**config.mk**
```make
export PLATFORM = sky130hd
export DESIGN_NAME = stopwatch_ctrl
export DESIGN_NICKNAME = d
export VERILOG_FILES = /design/src/rtl/stopwatch_ctrl.sv
export SDC_FILE = /design/constraint.sdc
export NUM_CORES = 1
export LEC_CHECK = 0
export ABC_AREA = 1
export CAP_MARGIN = 20
export CELL_PAD_IN_SITES_DETAIL_PLACEMENT = 1
export CELL_PAD_IN_SITES_GLOBAL_PLACEMENT = 2
export CORE_AREA = 2 2 97 99
export DETAILED_ROUTE_END_ITERATION = 16
export DIE_AREA = 0 0 99 101
export PLACE_DENSITY_LB_ADDON = 0.1
export SYNTH_ARGS = -nofsm -noshare
export SYNTH_HDL_FRONTEND = slang
export SYNTH_SLANG_ARGS = --single-unit
```
**constraint.sdc**
```tcl
create_clock -name sysclk -period 5.1 [get_ports sysclk]
set_input_delay 0.765 -clock sysclk [delete_from_list [all_inputs] [get_ports sysclk]]
set_output_delay 0.765 -clock sysclk [all_outputs]
set_load 0.01 [all_outputs]
```
**src/rtl/stopwatch_ctrl.sv**
```systemverilog
// stopwatch_ctrl: turns debounced start/stop, lap and clear pulses into a
// running / paused / lap-frozen 4-digit BCD time value (SS.hh, 00.00-99.99).
// A prescaler divides sysclk down to hundredth-second ticks, and each tick
// advances the BCD count. disp drives the seven-segment display directly.
module stopwatch_ctrl #(
    parameter int TICK_DIV = 1000000
) (
    input  logic        sysclk,
    input  logic        reset,
    input  logic        btn_startstop,
    input  logic        btn_lap,
    input  logic        btn_clear,
    output logic [15:0] disp,
    output logic        running,
    output logic        lap_active,
    output logic        overflow
);

    // Prescaler width is ceil(log2(TICK_DIV)); TICK_DIV is at least 2, so
    // the width is always at least one bit.
    localparam int PW = $clog2(TICK_DIV);
    localparam logic [PW-1:0] PRESC_MAX = PW'(TICK_DIV - 1);

    typedef enum logic [1:0] {
        IDLE    = 2'd0,
        RUN     = 2'd1,
        RUN_LAP = 2'd2,
        PAUSE   = 2'd3
    } state_t;

    state_t        state;
    state_t        state_next;
    logic [PW-1:0] presc;
    logic [15:0]   count;
    logic [15:0]   count_inc;
    logic [15:0]   lap_reg;
    logic          do_clear;
    logic          do_capture;
    logic          advancing;
    logic          tick;
    logic          count_wrap;

    // The prescaler and count advance only while the pre-edge state is
    // RUN or RUN_LAP. This includes the edge that leaves for PAUSE.
    assign advancing = (state == RUN) || (state == RUN_LAP);
    assign tick      = advancing && (presc == PRESC_MAX);

    // Next state and one-cycle actions. Within a cycle, clear beats
    // startstop, and startstop beats lap. A button that is illegal in the
    // current state is ignored, so a lower-priority pulse may act instead.
    always_comb begin
        state_next = state;
        do_clear   = 1'b0;
        do_capture = 1'b0;
        case (state)
            IDLE: begin
                if (btn_startstop) begin
                    state_next = RUN;
                end
            end
            RUN: begin
                if (btn_startstop) begin
                    state_next = PAUSE;
                end else if (btn_lap) begin
                    state_next = RUN_LAP;
                    do_capture = 1'b1;
                end
            end
            RUN_LAP: begin
                if (btn_startstop) begin
                    state_next = PAUSE;
                end else if (btn_lap) begin
                    state_next = RUN;
                end
            end
            PAUSE: begin
                if (btn_clear) begin
                    state_next = IDLE;
                    do_clear   = 1'b1;
                end else if (btn_startstop) begin
                    state_next = RUN;
                end
            end
            default: begin
                state_next = IDLE;
            end
        endcase
    end

    // State register.
    always_ff @(posedge sysclk) begin
        if (reset) begin
            state <= IDLE;
        end else begin
            state <= state_next;
        end
    end

    // Prescaler. It holds its value in PAUSE, so a partial tick survives a
    // pause, and it is zeroed by clear.
    always_ff @(posedge sysclk) begin
        if (reset) begin
            presc <= '0;
        end else if (do_clear) begin
            presc <= '0;
        end else if (advancing) begin
            if (presc == PRESC_MAX) begin
                presc <= '0;
            end else begin
                presc <= presc + 1'b1;
            end
        end
    end

    // Next BCD value of the count. The carry ripples from h_ones upward,
    // and a carry out of s_tens means the count wraps from 99.99 to 00.00.
    always_comb begin
        logic carry;
        count_inc = count;
        carry     = 1'b1;
        for (int i = 0; i < 4; i++) begin
            if (carry) begin
                if (count[i*4 +: 4] >= 4'd9) begin
                    count_inc[i*4 +: 4] = 4'd0;
                end else begin
                    count_inc[i*4 +: 4] = count[i*4 +: 4] + 4'd1;
                    carry               = 1'b0;
                end
            end
        end
        count_wrap = carry;
    end

    // Live BCD count.
    always_ff @(posedge sysclk) begin
        if (reset) begin
            count <= '0;
        end else if (do_clear) begin
            count <= '0;
        end else if (tick) begin
            count <= count_inc;
        end
    end

    // Sticky overflow flag. It is set when the count wraps past 99.99 and
    // is cleared only by reset or clear.
    always_ff @(posedge sysclk) begin
        if (reset) begin
            overflow <= 1'b0;
        end else if (do_clear) begin
            overflow <= 1'b0;
        end else if (tick && count_wrap) begin
            overflow <= 1'b1;
        end
    end

    // Lap snapshot. It takes the pre-edge count, so a tick on the capture
    // edge is not part of the frozen value.
    always_ff @(posedge sysclk) begin
        if (reset) begin
            lap_reg <= '0;
        end else if (do_clear) begin
            lap_reg <= '0;
        end else if (do_capture) begin
            lap_reg <= count;
        end
    end

    // Status outputs are decoded from the state register only, so there is
    // no path from the button inputs to these outputs.
    assign running    = (state == RUN) || (state == RUN_LAP);
    assign lap_active = (state == RUN_LAP);
    assign disp       = (state == RUN_LAP) ? lap_reg : count;

endmodule

```
==> impl_summary.log, run 1 <==
INFO  metric ys_types = 26
INFO  metric timing.critical_path.required = roughly 4.3 ns
INFO  metric final_cell_mix = 103 x sky130_fd_sc_hd__nand2_1, 73 x sky130_fd_sc_hd__nor2_1, 55 x sky130_fd_sc_hd__dfxtp_1, 52 x sky130_fd_sc_hd__inv_1, 41 x sky130_fd_sc_hd__o21ai_0
INFO  metric post_cts.resized_instances = 0
INFO  metric chipWidth = 99 um
INFO  metric area_taken_by_multi_input_logic_gates = between 1500 and 2000 sq um
INFO  metric clock-sinks = 55
INFO  metric worstSetupEndpointType = primary output
INFO  metric cts_inserted_buffers = 5
INFO  metric number_of_warning_messages_in_the_yosys_log = 0
INFO  metric cp_cell_sequence = inv_1, ha_1, buf_8, o21ai_0, clkdlybuf4s50_1
INFO  metric final_common_cell = sky130_fd_sc_hd__nand2_1
INFO  metric largest_register_ff_count = 20
INFO  metric final.setup_skew = 0.00732 ns
INFO  metric setup_repair_after_global_routing_missed_its_margin = no
INFO  metric wl = 7960 um
INFO  metric vias = 2848
INFO  metric cts_root_buffer = sky130_fd_sc_hd__clkbuf_8
INFO  metric post_synth_instance_area = roughly 3000 sq um
INFO  metric synth_flop_cell = sky130_fd_sc_hd__dfxtp_1
INFO  metric route.detailed.vias_per_inst = 4.82
INFO  metric gpl.final_weighted_congestion = ~0.76
INFO  metric worst_slew_pin_slew = approximately 0.52 ns
INFO  metric asr_flop_ratio_synth = 0%
INFO  metric grtUsageTotal = 17.2%
INFO  metric sequential_cell_area = 1100 sq um
INFO  metric nFillCells = 1171
INFO  metric detailedRoute.firstIterationViolations = 58
INFO  metric cp_max_fo = 31
INFO  metric dpl.hpwl = 6050 um
INFO  metric timing.final.crit_share = 55.5%
INFO  metric htree_levels = 2
INFO  metric synth_seq_area_share = between 30% and 40%
INFO  metric clk_pin_slew = around 0.10 ns
INFO  metric finalHoldViolCount = 0
INFO  metric syn_to_final_growth = 15.8%
INFO  metric clk_latency = around 0.31 ns
INFO  metric crit_arrival = 2.06 ns
INFO  metric syn_area_per_cell = 6.66 sq um
INFO  metric critPathKind = flop to primary output
INFO  metric fin_crit = 2.83 ns
INFO  metric synth_edf_count = 0
INFO  metric critPathSlowestCell = sky130_fd_sc_hd__clkdlybuf4s50_1
INFO  metric synth.net_count = 479
INFO  metric yosys_register_bits = between 50 and 60
INFO  metric num_antenna_cells = 0
INFO  metric detail_route.first_pass.iterations = 4
INFO  metric finalSetupViolations = 0
INFO  metric port_bufs = 23
INFO  metric route.detailed.drc = 0
INFO  metric design.portCount = 24
INFO  metric holdBufCountCts = 0
INFO  metric detail_route.wl_per_cell = roughly 13 um
INFO  metric timing_max_transition_violations_final = 0
INFO  metric core-area = 8980 sq um
INFO  metric tritoncts_clock_tree = done
INFO  metric antenna_found_initial = 0
INFO  metric nets = 501
INFO  metric timing.max_slew.rel_slack = around 65%
INFO  metric die_height = 101 um
INFO  metric post-cts-setup-buffers = 0
INFO  metric fin_util = 39.2%
INFO  metric maxCapViolations = 0
INFO  metric final_layout_size_suffix_gt1_share = 6.88%
INFO  metric first_pass_grt_wire_length = 14000 um
INFO  metric antenna_violating_nets_post_route = 0
INFO  metric number_of_global_route_vias_before_repair = ~2900
INFO  metric maxClockFrequency = 354 MHz
INFO  metric ctsLongestPathBuffers = 2
INFO  metric peakVddDrop = about 91 uV
INFO  metric timing.critical_path.slowest_cell_delay = approximately 0.58 ns
INFO  metric grt_start_max_net_pins = 36
INFO  metric core.rowCount = 35
INFO  metric power.density = 231 nW/um^2
INFO  metric grt_overflow_total = 0
INFO  metric gate_count_after_technology_mapping = 457
INFO  metric die-area = 10000 sq um
INFO  metric critical_path.startpoint_type = flop
INFO  metric holdPathStages = 2
INFO  metric fin_setup_tns = 0 ns
INFO  metric timing.reg2reg.worst_path_depth = 9
INFO  metric outcome = complete, no violations
INFO  metric initial_core_util = 33.9%
INFO  metric worst_hold_path_type = flop to flop
INFO  metric cellLeakagePower = 1.38 nW
[critical path, delay by kind of cell, from the launching register on]
family                     cells  cell delay, ns
AOI/OAI and AO/OA              1            0.24
buffers and inverters          3            0.85
DFF                            1            0.39
adders and majority gates      1            0.26
[metal layers]
layer / wire, um / share of wire (%) / vias to the layer above / global-route usage, %
met2: 4050 / 51 / 22 / 32.0
met3: 125 / 1.6 / 7 / 2.29
met1: 3720 / 47 / 1326 / 21.0
met4: 73 / 0.92 / 0 / 4.11
li1: - / - / 1493 / -
met5: 0 / 0 / - / 0
[layout make-up]
cell class                      count  area share, %
Inverter                           54           5.75
Multi-Input combinational cell    337           48.1
Clock buffer                        6           2.34
Sequential cell                    55           31.3
Timing Repair Buffer               26           7.60
Tap cell                          111           3.94
Clock inverter                      2          0.994
[stage by stage]
step / power (mW) / hold WS, ns / setup WS [ns] / instances / cell area [sq um]
floorplan: 0.492 / 0.452 / 3.12 / 457 / 3040
global placement: 0.512 / 0.455 / 2.27 / 581 / 3380
detailed placement: 0.514 / 0.465 / 2.21 / 581 / 3380
CTS: 0.829 / 0.491 / 1.85 / 589 / 3490
global route: 0.854 / 0.518 / 2.12 / 591 / 3520
finish: 0.813 / 0.484 / 2.27 / 591 / 3520
[cell usage after synthesis (2+ instances only)]
library cell               instances  area (sq um)
sky130_fd_sc_hd__nor2_1           74           278
sky130_fd_sc_hd__nand3_2           2          20.0
sky130_fd_sc_hd__inv_2             2          7.51
sky130_fd_sc_hd__nor3_2            2          20.0
sky130_fd_sc_hd__xor2_1            6          52.6
sky130_fd_sc_hd__inv_1            52           195
sky130_fd_sc_hd__o21ai_0          41           205
sky130_fd_sc_hd__a21oi_1          34           170
sky130_fd_sc_hd__nand2_1         103           387
sky130_fd_sc_hd__nand4_1           5          31.3
sky130_fd_sc_hd__xnor2_1           3          26.3
sky130_fd_sc_hd__nor2_2            8          50.1
sky130_fd_sc_hd__ha_1             17           213
sky130_fd_sc_hd__or2_2             3          18.8
sky130_fd_sc_hd__nand3_1          27           135
sky130_fd_sc_hd__dfxtp_1          55          1100
sky130_fd_sc_hd__nor3_1            6          30.0
sky130_fd_sc_hd__clkbuf_1          8          30.0
sky130_fd_sc_hd__nor2_4            2          22.5
[logic make-up (layout without fill, tap and decap cells)]
logic type      count (synthesis)  count (layout)  synth area share [%]
buf+inv                        65              88                  8.31
simple gates                  233             233                  32.8
compound gates                 78              78                  13.1
flops                          55              55                  36.2
fa+ha+maj                      17              17                  6.99
xor+xnor                        9               9                  2.59
[power breakdown]
part	switching, mW	total [mW]	internal, mW
clock network	0.150	0.309	0.159
registers	0.00622	0.445	0.439
logic	0.0374	0.0593	0.0218
total	0.193	0.813	0.620
[final timing paths]
| path | slack, ns | start | to |
|---|---|---|---|
| setup / recovery | 2.27 | state[0] | disp[2] |
| hold / removal | 0.48 | overflow | overflow |
| setup reg to reg | 2.89 | state[0] | presc[5] |
| hold reg to reg | 0.48 | overflow | overflow |
Power figures use the tool's default switching activity.
==> run 2, diff against run 1 <==
--- a/config.mk
+++ b/config.mk
@@ -9,9 +9,9 @@
 export CAP_MARGIN = 20
 export CELL_PAD_IN_SITES_DETAIL_PLACEMENT = 1
 export CELL_PAD_IN_SITES_GLOBAL_PLACEMENT = 2
-export CORE_AREA = 2 2 97 99
+export CORE_AREA = 2 2 101 103
 export DETAILED_ROUTE_END_ITERATION = 16
-export DIE_AREA = 0 0 99 101
+export DIE_AREA = 0 0 103 105
 export PLACE_DENSITY_LB_ADDON = 0.1
 export SYNTH_ARGS = -nofsm -noshare
 export SYNTH_HDL_FRONTEND = slang
==> constraint.sdc (replaced) <==
create_clock -name sysclk -period 2.8 [get_ports sysclk]
set_input_delay 0.42 -clock sysclk [delete_from_list [all_inputs] [get_ports sysclk]]
set_output_delay 0.42 -clock sysclk [all_outputs]
set_load 0.01 [all_outputs]
==> impl_summary.log, run 2 (synthesized netlist as in run 1, its figures left out) <==
INFO  metric post_cts.resized_instances = 0 (unchanged)
INFO  metric fin_util = 36.5% (-2.7 points)
INFO  metric critical_path.startpoint_type = flop
INFO  metric worst_slew_pin_slew = 0.464 ns (-0.0588 ns)
INFO  metric timing.max_slew.rel_slack = 68.9% (+3.8 points)
INFO  metric dpl.hpwl = 6150 um (+1.6%)
INFO  metric design.portCount = 24 (unchanged)
INFO  metric post-cts-setup-buffers = 0 (unchanged)
INFO  metric route.detailed.drc = 0 (unchanged)
INFO  metric fin_crit = approximately 2.4 ns
INFO  metric detail_route.wl_per_cell = 12.9 um (-4.6%)
INFO  metric die_height = 105 um (+4.0%)
INFO  metric finalSetupViolations = 0 (unchanged)
INFO  metric setup_repair_after_global_routing_missed_its_margin = no
INFO  metric cellLeakagePower = 1.37 nW (-0.99%)
INFO  metric cts_inserted_buffers = 5 (unchanged)
INFO  metric ctsLongestPathBuffers = 2 (unchanged)
INFO  metric initial_core_util = 31.6% (-2.3 points)
INFO  metric placement.setup.worst_slack = 0.699 ns (-1.51 ns)
INFO  metric cts_root_buffer = sky130_fd_sc_hd__clkbuf_8
INFO  metric die-area = 10800 sq um (+8.2%)
INFO  metric crit_arrival = 2.03 ns (-0.03 ns)
INFO  metric placed_area = 3430 sq um (+1.7%)
INFO  metric worst_hold_path_type = flop to flop
INFO  metric outcome = complete, no violations
INFO  metric timing.final.crit_share = 87.4%
INFO  metric detailedRoute.firstIterationViolations = 44 (-24%)
INFO  metric power.density = 392 nW/um^2 (+70%)
INFO  metric core.rowCount = 36 (+2.9%)
INFO  metric wl = 7910 um (-0.70%)
INFO  metric dpl.cell_count = 607 (+4.5%)
INFO  metric finalNonFillerCells = 615 (+4.1%)
INFO  metric grt_start_max_net_pins = 36 (unchanged)
INFO  metric final.setup_skew = 0.0120 ns (+0.00469 ns)
INFO  metric final_cell_mix = 103 x sky130_fd_sc_hd__nand2_1, 73 x sky130_fd_sc_hd__nor2_1, 55 x sky130_fd_sc_hd__dfxtp_1, 52 x sky130_fd_sc_hd__inv_1, 41 x sky130_fd_sc_hd__o21ai_0
INFO  metric port_bufs = 23 (unchanged)
INFO  metric clk_latency = 0.32 ns (about the same)
INFO  metric largest_register_ff_count = 20 (unchanged)
INFO  metric tritoncts_clock_tree = done
INFO  metric finalHoldViolCount = 0 (unchanged)
INFO  metric syn_to_final_growth = 15.6%
INFO  metric worst_hold_slack = 0.489 ns (+0.00554 ns)
INFO  metric maxClockFrequency = just over 400 MHz
INFO  metric htree_levels = 2 (unchanged)
INFO  metric grtUsageTotal = 15.9% (-1.3 points)
INFO  metric maxCapViolations = 0 (unchanged)
INFO  metric grt_overflow_total = 0 (unchanged)
INFO  metric route.detailed.vias_per_inst = 4.63 (-3.9%)
INFO  metric gpl.final_weighted_congestion = 0.754 (-0.36%)
INFO  metric first_pass_grt_wire_length = 13700 um (-2.1%)
INFO  metric final_area = 3520 sq um (-0.14%)
INFO  metric final_common_cell = sky130_fd_sc_hd__nand2_1
INFO  metric nets = 503 (+0.40%)
INFO  metric clk_pin_slew = 0.11 ns (about the same)
INFO  metric worstSetupEndpointType = primary output
INFO  metric critPathKind = flop to primary output
INFO  metric timing_max_transition_violations_final = 0 (unchanged)
INFO  metric number_of_global_route_vias_before_repair = 2857 (-0.94%)
INFO  metric design_power_total = 1.38 mW (+69%)
INFO  metric chipWidth = 103 um (+4.0%)
INFO  metric fin_setup_tns = 0 ns (unchanged)
INFO  metric num_antenna_cells = 0 (unchanged)
INFO  metric timing.critical_path.required = 2.38 ns (-1.96 ns)
INFO  metric detail_route.first_pass.iterations = 4 (unchanged)
INFO  metric antenna_violating_nets_post_route = 0 (unchanged)
INFO  metric cp_max_fo = 35 (+13%)
INFO  metric antenna_found_initial = 0 (unchanged)
INFO  metric vias = 2847 (-0.035%)
INFO  metric clock-sinks = 55 (unchanged)
INFO  metric core-area = 9640 sq um (+7.4%)
INFO  metric holdBufCountCts = 0 (unchanged)
INFO  metric timing.final.ws_setup = 0.352 ns (-1.92 ns)
INFO  metric peakVddDrop = 213 uV (+130%)
INFO  metric final_layout_size_suffix_gt1_share = 7.05% (+0.18 points)
INFO  metric nFillCells = 1295 (+11%)
==> run 2: cell count changes in the layout (fill, tap and decap cells not counted), sizes merged <==
cell      delta
buf          +2
bufinv       -1
clkinvlp     +1
==> run 2: worst max-delay path: stages (launching register included) <==
cell and delay, ns:
sky130_fd_sc_hd__dfxtp_1 0.39, sky130_fd_sc_hd__inv_1 0.08, sky130_fd_sc_hd__ha_1 0.20, sky130_fd_sc_hd__buf_4 0.23, sky130_fd_sc_hd__o21ai_0 0.23, sky130_fd_sc_hd__clkdlybuf4s50_1 0.57
==> run 2: layout make-up <==
cell class / count / area (sq um) / area share, %
tap: 133 / 166 / 4.73
clock buffer: 6 / 72.6 / 2.06
inverter: 54 / 203 / 5.76
multi-input combinational: 337 / 1700 / 48.2
clock inverter: 2 / 12.5 / 0.356
sequential: 55 / 1100 / 31.3
timing repair buffer: 28 / 268 / 7.61
==> run 2: final timing paths <==
| path | start | end | slack [ns] | cells after the start |
|---|---|---|---|---|
| hold reg to reg | overflow | overflow | 0.49 | 2 |
| setup / recovery | state[0] | disp[10] | 0.35 | 5 |
| hold / removal | overflow | overflow | 0.49 | 2 |
| setup reg to reg | state[0] | presc[14] | 0.84 | 10 |
==> run 2: per-layer routing <==
metal / routed length (um) / part of all wire [%] / global-route usage (%)
met1: 3920 / 50 / 20.5
met2: 3730 / 47 / 26.9
met5: 0 / 0 / 0
met3: 160 / 2.0 / 2.81
met4: 95 / 1.2 / 4.23
==> run 2: where the power goes <==
part	leakage, nW	switching, mW	internal (mW)
logic	0.884	0.0673	0.0414
clock network	0.0412	0.282	0.176
registers	0.445	0.0112	0.800
total	1.37	0.361	1.02
